## config.mk

```make
export PLATFORM = sky130hd
export DESIGN_NAME = bsg_manycore_ruche_x_link_edge_responder
export DESIGN_NICKNAME = d
export VERILOG_FILES = /design/src/rtl/bsg_manycore_ruche_x_link_edge_responder.sv
export SDC_FILE = /design/constraint.sdc
export NUM_CORES = 1
export LEC_CHECK = 0
export CORE_ASPECT_RATIO = 1.2
export CORE_MARGIN = 8
export CORE_UTILIZATION = 47
export DETAILED_ROUTE_END_ITERATION = 10
export PLACE_DENSITY = 0.86
export SKIP_CTS_REPAIR_TIMING = 1
export SLEW_MARGIN = 10
export SYNTH_ARGS = -nofsm -noshare
export SYNTH_HDL_FRONTEND = slang
export SYNTH_SLANG_ARGS = --single-unit
```

## constraint.sdc

```tcl
create_clock -name clk_i -period 5.5 [get_ports clk_i]
set_clock_uncertainty 0.1 [all_clocks]
set_input_delay 0.55 -clock clk_i [delete_from_list [all_inputs] [get_ports clk_i]]
set_output_delay 0.55 -clock clk_i [all_outputs]
set_load 0.1 [all_outputs]
```

## src/rtl/bsg_manycore_ruche_x_link_edge_responder.sv

```systemverilog
// bsg_manycore_ruche_x_link_edge_responder
//
// Active termination for a ruche X link at the edge of the manycore array.
// The link from the array may carry a stage-dependent polarity inversion.
// This block removes that inversion on the way in and applies it again on the
// way out. Incoming request (fwd) packets are queued in a small FIFO. Each
// request gets a response (rev) packet, so that a sender that targets the edge
// by mistake is never left waiting. Errant traffic in both directions is
// counted and latched into a sticky error flag.
//
// Link layout, MSB first:
//   ruche_link = {fwd_link, rev_link}
//   *_link     = {v, ready_and_rev, packet}
//   fwd packet = {addr, op[3:0], reg_id[4:0], payload, src_y, src_x, y_cord, x_cord}
//   rev packet = {pkt_type[1:0], data, reg_id[4:0], y_cord, x_cord}
//   op 0 = remote load. pkt_type 0 = credit, 1 = int writeback.
//
// Ports:
//   clk_i         clock
//   reset_i       synchronous, active-high reset
//   ruche_link_i  link from the array (possibly inverted)
//   ruche_link_o  link to the array (inversion applied)
//   fwd_count_o   saturating count of accepted fwd packets
//   rev_count_o   saturating count of errant rev packets received
//   error_o       sticky flag, set by any accepted fwd or received rev packet
module bsg_manycore_ruche_x_link_edge_responder #(
  parameter int addr_width_p     = 8,
  parameter int data_width_p     = 8,
  parameter int x_cord_width_p   = 3,
  parameter int y_cord_width_p   = 2,
  parameter int ruche_factor_X_p = 2,
  parameter int ruche_stage_p    = 1,
  parameter int west_not_east_p  = 1,
  parameter int fifo_els_p       = 2,
  parameter int count_width_p    = 16,
  localparam int fwd_pkt_width_lp = addr_width_p + 4 + 5 + data_width_p
                                    + 2*x_cord_width_p + 2*y_cord_width_p,
  localparam int ret_pkt_width_lp = 2 + data_width_p + 5 + x_cord_width_p + y_cord_width_p,
  localparam int link_width_lp    = fwd_pkt_width_lp + ret_pkt_width_lp + 4
) (
  input  logic                     clk_i,
  input  logic                     reset_i,
  input  logic [link_width_lp-1:0] ruche_link_i,
  output logic [link_width_lp-1:0] ruche_link_o,
  output logic [count_width_p-1:0] fwd_count_o,
  output logic [count_width_p-1:0] rev_count_o,
  output logic                     error_o
);

  localparam int x_w_lp = x_cord_width_p;
  localparam int y_w_lp = y_cord_width_p;

  // fwd packet field offsets
  localparam int src_x_lsb_lp   = x_w_lp + y_w_lp;
  localparam int src_y_lsb_lp   = 2*x_w_lp + y_w_lp;
  localparam int payload_lsb_lp = 2*x_w_lp + 2*y_w_lp;
  localparam int reg_id_lsb_lp  = payload_lsb_lp + data_width_p;
  localparam int op_lsb_lp      = reg_id_lsb_lp + 5;
  localparam int addr_lsb_lp    = op_lsb_lp + 4;

  localparam int rev_link_width_lp = ret_pkt_width_lp + 2;

  localparam logic [3:0] op_load_lp      = 4'd0;
  localparam logic [1:0] ret_credit_lp   = 2'd0;
  localparam logic [1:0] ret_int_wb_lp   = 2'd1;

  // Polarity of this edge. Odd ruche factors alternate the inversion phase
  // between the west and east ends of the same stage.
  localparam bit factor_even_lp = (ruche_factor_X_p % 2) == 0;
  localparam bit stage_odd_lp   = (ruche_stage_p % 2) == 1;
  localparam bit west_lp        = west_not_east_p != 0;
  localparam bit invert_out_lp  = (ruche_stage_p > 0) &&
    (factor_even_lp ? stage_odd_lp : (west_lp ? !stage_odd_lp : stage_odd_lp));
  localparam bit invert_in_lp   = (ruche_stage_p > 0) &&
    (factor_even_lp ? stage_odd_lp : (west_lp ? stage_odd_lp : !stage_odd_lp));

  localparam int ptr_width_lp = $clog2(fifo_els_p);
  localparam int cnt_width_lp = $clog2(fifo_els_p + 1);
  localparam logic [ptr_width_lp-1:0] ptr_last_lp = ptr_width_lp'(fifo_els_p - 1);
  localparam logic [cnt_width_lp-1:0] cnt_full_lp = cnt_width_lp'(fifo_els_p);

  // Only the fields needed to build the response are stored.
  typedef struct packed {
    logic              is_load;
    logic [4:0]        reg_id;
    logic [y_w_lp-1:0] src_y;
    logic [x_w_lp-1:0] src_x;
  } entry_s;

  typedef enum logic {e_idle, e_resp} state_e;

  // -------------------------------------------------------------------------
  // Input de-inversion and field decode
  // -------------------------------------------------------------------------
  logic [link_width_lp-1:0]    link_in;
  logic [fwd_pkt_width_lp-1:0] in_fwd_pkt;
  logic                        in_fwd_v;
  logic                        in_rev_v;
  logic                        in_rev_ready;
  entry_s                      in_entry;

  assign link_in      = ruche_link_i ^ {link_width_lp{invert_in_lp}};
  assign in_fwd_v     = link_in[link_width_lp-1];
  assign in_fwd_pkt   = link_in[rev_link_width_lp +: fwd_pkt_width_lp];
  assign in_rev_v     = link_in[rev_link_width_lp-1];
  assign in_rev_ready = link_in[ret_pkt_width_lp];

  assign in_entry = {in_fwd_pkt[op_lsb_lp +: 4] == op_load_lp,
                     in_fwd_pkt[reg_id_lsb_lp +: 5],
                     in_fwd_pkt[src_y_lsb_lp +: y_w_lp],
                     in_fwd_pkt[src_x_lsb_lp +: x_w_lp]};

  // Fields that a terminating edge has no use for.
  logic unused_bits;
  assign unused_bits = ^{link_in[link_width_lp-2],
                         link_in[ret_pkt_width_lp-1:0],
                         in_fwd_pkt[fwd_pkt_width_lp-1:addr_lsb_lp],
                         in_fwd_pkt[reg_id_lsb_lp-1:payload_lsb_lp],
                         in_fwd_pkt[src_x_lsb_lp-1:0]};

  // -------------------------------------------------------------------------
  // Request FIFO and response FSM
  // -------------------------------------------------------------------------
  entry_s                  fifo_mem [fifo_els_p];
  logic [ptr_width_lp-1:0] rd_ptr_r, wr_ptr_r;
  logic [cnt_width_lp-1:0] fifo_cnt_r;
  logic                    fifo_full, fifo_empty;

  state_e state_r, state_n;
  entry_s resp_r, resp_n;
  logic   resp_load;
  logic   accept, rev_fire, load_slot, enq, deq;

  assign fifo_full  = (fifo_cnt_r == cnt_full_lp);
  assign fifo_empty = (fifo_cnt_r == '0);

  // Ready depends on full only, so a full FIFO never sees enqueue and
  // dequeue in the same cycle.
  assign accept   = in_fwd_v & ~fifo_full & ~reset_i;
  assign rev_fire = (state_r == e_resp) & in_rev_ready;

  // The response register can take a new packet when it is empty or when
  // its current packet is leaving this cycle.
  assign load_slot = (state_r == e_idle) | rev_fire;
  assign deq       = load_slot & ~fifo_empty;
  // With an empty FIFO a fresh request bypasses straight into the response
  // register, giving a one-cycle turnaround and keeping order intact.
  assign enq       = accept & ~(load_slot & fifo_empty);

  function automatic logic [ptr_width_lp-1:0] ptr_inc(input logic [ptr_width_lp-1:0] p);
    return (p == ptr_last_lp) ? '0 : p + ptr_width_lp'(1);
  endfunction

  // NOTE: always_comb gives every output a default first, so no path leaves
  // one unassigned and no latch is inferred.
  always_comb begin
    state_n   = state_r;
    resp_n    = resp_r;
    resp_load = 1'b0;
    if (load_slot) begin
      if (deq) begin
        resp_load = 1'b1;
        resp_n    = fifo_mem[rd_ptr_r];
        state_n   = e_resp;
      end else if (accept) begin
        resp_load = 1'b1;
        resp_n    = in_entry;
        state_n   = e_resp;
      end else begin
        state_n   = e_idle;
      end
    end
  end

  // NOTE: FIFO storage is not reset; the pointers and count decide which
  // entries are valid, so clearing the array would only cost logic.
  always_ff @(posedge clk_i) begin
    if (enq) begin
      fifo_mem[wr_ptr_r] <= in_entry;
    end
  end

  logic [count_width_p-1:0] fwd_count_r, rev_count_r;
  logic                     error_r;

  // NOTE: sequential state uses non-blocking assignments so every register
  // samples values from before the clock edge.
  always_ff @(posedge clk_i) begin
    if (reset_i) begin
      state_r     <= e_idle;
      resp_r      <= '0;
      rd_ptr_r    <= '0;
      wr_ptr_r    <= '0;
      fifo_cnt_r  <= '0;
      fwd_count_r <= '0;
      rev_count_r <= '0;
      error_r     <= 1'b0;
    end else begin
      state_r <= state_n;
      if (resp_load) begin
        resp_r <= resp_n;
      end
      if (enq) begin
        wr_ptr_r <= ptr_inc(wr_ptr_r);
      end
      if (deq) begin
        rd_ptr_r <= ptr_inc(rd_ptr_r);
      end
      case ({enq, deq})
        2'b10:   fifo_cnt_r <= fifo_cnt_r + cnt_width_lp'(1);
        2'b01:   fifo_cnt_r <= fifo_cnt_r - cnt_width_lp'(1);
        default: fifo_cnt_r <= fifo_cnt_r;
      endcase
      // Saturating debug counters.
      if (accept && (fwd_count_r != {count_width_p{1'b1}})) begin
        fwd_count_r <= fwd_count_r + count_width_p'(1);
      end
      if (in_rev_v && (rev_count_r != {count_width_p{1'b1}})) begin
        rev_count_r <= rev_count_r + count_width_p'(1);
      end
      if (accept || in_rev_v) begin
        error_r <= 1'b1;
      end
    end
  end

  // -------------------------------------------------------------------------
  // Output assembly and re-inversion
  // -------------------------------------------------------------------------
  logic                         out_fwd_ready, out_rev_v, out_rev_ready;
  logic [ret_pkt_width_lp-1:0]  ret_pkt;

  // Every logical output field is held at 0 while reset is asserted.
  assign out_fwd_ready = ~fifo_full & ~reset_i;
  assign out_rev_ready = ~reset_i;
  assign out_rev_v     = (state_r == e_resp) & ~reset_i;
  assign ret_pkt       = out_rev_v
                         ? {(resp_r.is_load ? ret_int_wb_lp : ret_credit_lp),
                            {data_width_p{1'b0}},
                            resp_r.reg_id, resp_r.src_y, resp_r.src_x}
                         : '0;

  assign ruche_link_o = {1'b0, out_fwd_ready, {fwd_pkt_width_lp{1'b0}},
                         out_rev_v, out_rev_ready, ret_pkt}
                        ^ {link_width_lp{invert_out_lp}};

  assign fwd_count_o = fwd_count_r;
  assign rev_count_o = rev_count_r;
  assign error_o     = error_r;

endmodule

```

==> impl_metrics.yaml <==
final_layout:
  multi_input_area_sq_um: 1750
  antenna_cells: 0
  design_area_sq_um: 4490
  regArea_sq_um: 1660
  nets: 517
  area_growth_pct: 20.0
  fillers: 658
  drive_gt1_share_pct: 7.64
die:
  coreArea_sq_um: 7710
  io_pins: 153
  die-area_sq_um: 11100
  fp.dieW_um: 97.4
  placementRows: 35
  die_y_um: 114
  start_util_pct: 48.5
detailed_routing:
  vias_per_cell: 5.55
  dr.pass1.iters: 4
  ant_nets: 0
  num_vias: 3054
  wl_mm: 8.82
  drc: 0
  drt_iter0_markers: 123
  wl_per_cell_um: 16.0
grt:
  grtUsageTotal_pct: 15.4
  grt_pass1_wl_mm: 14.5
  first_global_vias: 3004
  grt_overflow: 0
  grt_max_degree: 29
  antenna_found_initial: 0
yosys:
  synth_top_cell_area_share_pct: 26.8
  synth-adder-area-share_pct: 1.00
  syn_area_per_cell_sq_um: 9.52
  synth.area.top_cells: "dfxtp_1, edfxtp_1, buf_4"
  muxShareOfSynthArea_pct: 2.01
  synth_edf_count: 22
  synth_top_family_by_area: "simple AND/OR/NAND/NOR gates"
  synth-main-ff-cell: "dfxtp_1"
  yosysWarningCount: 0
  synthArstFlopShare_pct: 0
  ys_ff_latch: 72
  ys_types: 55
  synth_xor_area_share_pct: 1.64
  yosysSeqAreaShare_pct: 44.4
  syn_inst: 393
  synth-simple-area-share_pct: 21.1
  yosysMostFrequentCell: "dfxtp_1"
  synthesis.area_sq_um: 3740
  yosys-top-cells-count: "dfxtp_1, buf_4, nand2_1"
  synth_compound_area_share_pct: 16.4
  yosys.area.top_type: "dfxtp_1"
hold_path:
  min_to: "resp_r[5]"
  holdPathStages: 2
  hp-class: "reg2reg"
  hold_start: "resp_r[5]"
placement:
  place_area_sq_um: 4260
  pre_cts_ws_ns: 2.06
  io_buffers: 65
  gp_congestion: 0.817
  dpl.hpwl_mm: 6.19
setup_path:
  regToRegSetupSlack_ns: 3.06
  worstPathArrival_ns: 2.74
  crit_chain: "buf_2 -> nor2b_1 -> nand2_1 -> clkdlybuf4s50_1"
  critPathMaxFanout: 26
  r2r_start: "fifo_cnt_r[1]"
  r2r-end: "fifo_cnt_r[1]"
  crit_path_max_incr_delay_ns: 1.02
  reg2reg_depth: 5
  cp_top_family: "buffers and inverters"
  required_ns: 4.85
  cp_num_buf_inv: 2
  slowest_stage: "clkdlybuf4s50_1"
  cp-start-kind: "input port"
  path_class: "in2out"
  endpoint_kind: "output pin"
power_and_ir_drop:
  peakVddDrop_mv: 0.244
  pwr_density_cell_nw_per_um2: 362
  leakage_nw: 1.71
timing:
  fmax_mhz: 295
  setup_viol: 0
  drv_slew: 0
  layout_setup_ws_ns: 2.11
  tns_ns: 0
  relSlewSlack_pct: 27.2
  worst_pin_slew_ns: 1.09
  fin_crit_sh_pct: 61.7
  hold_viol_final: 0
  layout_min_cycle_time_ns: 3.39
  rsz0062_at_grt: "no"
cts:
  clock-root-buffer: "clkbuf_8"
  clkSinkCount: 72
  clk_pin_slew_worst_paths_ns: 0.07
  cts_buffers: 9
  cts.path.max_buffers: 2
  htreeDepth: 3
  tritoncts: "built"
  clk_latency_ns: 0.34
job:
  maxCapViolations: 0
status:
  status: "finished clean"
tightest hold or removal path: stages, from the launching register on:
cell	delay, ns
dfxtp_1	0.31
nand2_1	0.05
a21oi_1	0.05
report_power, final:
group          total [W]  switching (W)  internal [W]  leakage, nW
registers       0.000650      0.0000452      0.000605        0.606
clock network   0.000462       0.000198      0.000264        0.116
logic           0.000511       0.000385      0.000127        0.988
stage by stage:
stage | hold slack (ns) | utilization, % | std cells | power (W)
CTS | 0.354 | 58.2 | 550 | 0.00163
global placement | 0.339 | 55.3 | 534 | 0.00115
detailed placement | 0.344 | 55.3 | 534 | 0.00117
global route | 0.370 | 58.2 | 550 | 0.00169
floorplan | 0.332 | - | 437 | 0.00110
finish | 0.352 | 58.2 | 550 | 0.00162
metal layers:
layer / wire, um / vias up / global-route usage [%]
met5: 0 / - / 0
met4: 126 / 0 / 6.48
met2: 4400 / 116 / 26.4
li1: - / 1457 / -
met3: 684 / 10 / 5.80
met1: 3610 / 1471 / 16.6
worst max path at each step:
stage / startpoint / endpoint / slack, ns / depth (start not counted)
after global routing: reset_i / ruche_link_o[0] / 1.98 / 4
after detailed placement: reset_i / ruche_link_o[3] / 2.06 / 4
after global placement: reset_i / ruche_link_o[4] / 2.10 / 4
after CTS: reset_i / ruche_link_o[3] / 2.06 / 4
after floorplan: fwd_count_o[0] / fwd_count_o[6] / 2.87 / 5
final: reset_i / ruche_link_o[3] / 2.11 / 4
sequential cells by signal, indices dropped and copies added (netlist names), named ones only:
register,flops
rev_count_o,16
resp_r,11
state_r,1
fifo_cnt_r,2
error_o,1
wr_ptr_r,1
fwd_count_o,16
fifo_mem,22
rd_ptr_r,1
cells by family after synthesis:
logic type	after synthesis
xor+xnor	7
fa+ha+maj	3
other cells	1
mux	7
flops	72
simple gates	133
compound gates	88
buf+inv	82
final cells by class:
cell class | count | share of cell area [%]
Inverter | 20 | 1.67
Sequential cell | 72 | 37.0
Clock inverter | 3 | 1.00
Clock buffer | 13 | 4.01
Multi-Input combinational cell | 283 | 39.0
Tap cell | 92 | 2.56
Timing Repair Buffer | 67 | 14.7
layout by cell type, fill, tap and decap left out, types with 8 or more instances in the layout:
| cell | netlist | layout |
|---|---|---|
| nand3_1 | 8 | 8 |
| inv_1 | 20 | 20 |
| clkbuf_8 | 0 | 11 |
| or3_1 | 10 | 10 |
| a211o_1 | 11 | 11 |
| edfxtp_1 | 22 | 22 |
| a21oi_1 | 28 | 28 |
| nand2_1 | 35 | 35 |
| nor2b_1 | 14 | 14 |
| clkdlybuf4s50_1 | 0 | 64 |
| dfxtp_1 | 50 | 50 |
| conb_1 | 1 | 45 |
| nor2_1 | 19 | 19 |
| a211oi_1 | 11 | 11 |
Note: power is estimated with default switching activity, not from simulation.
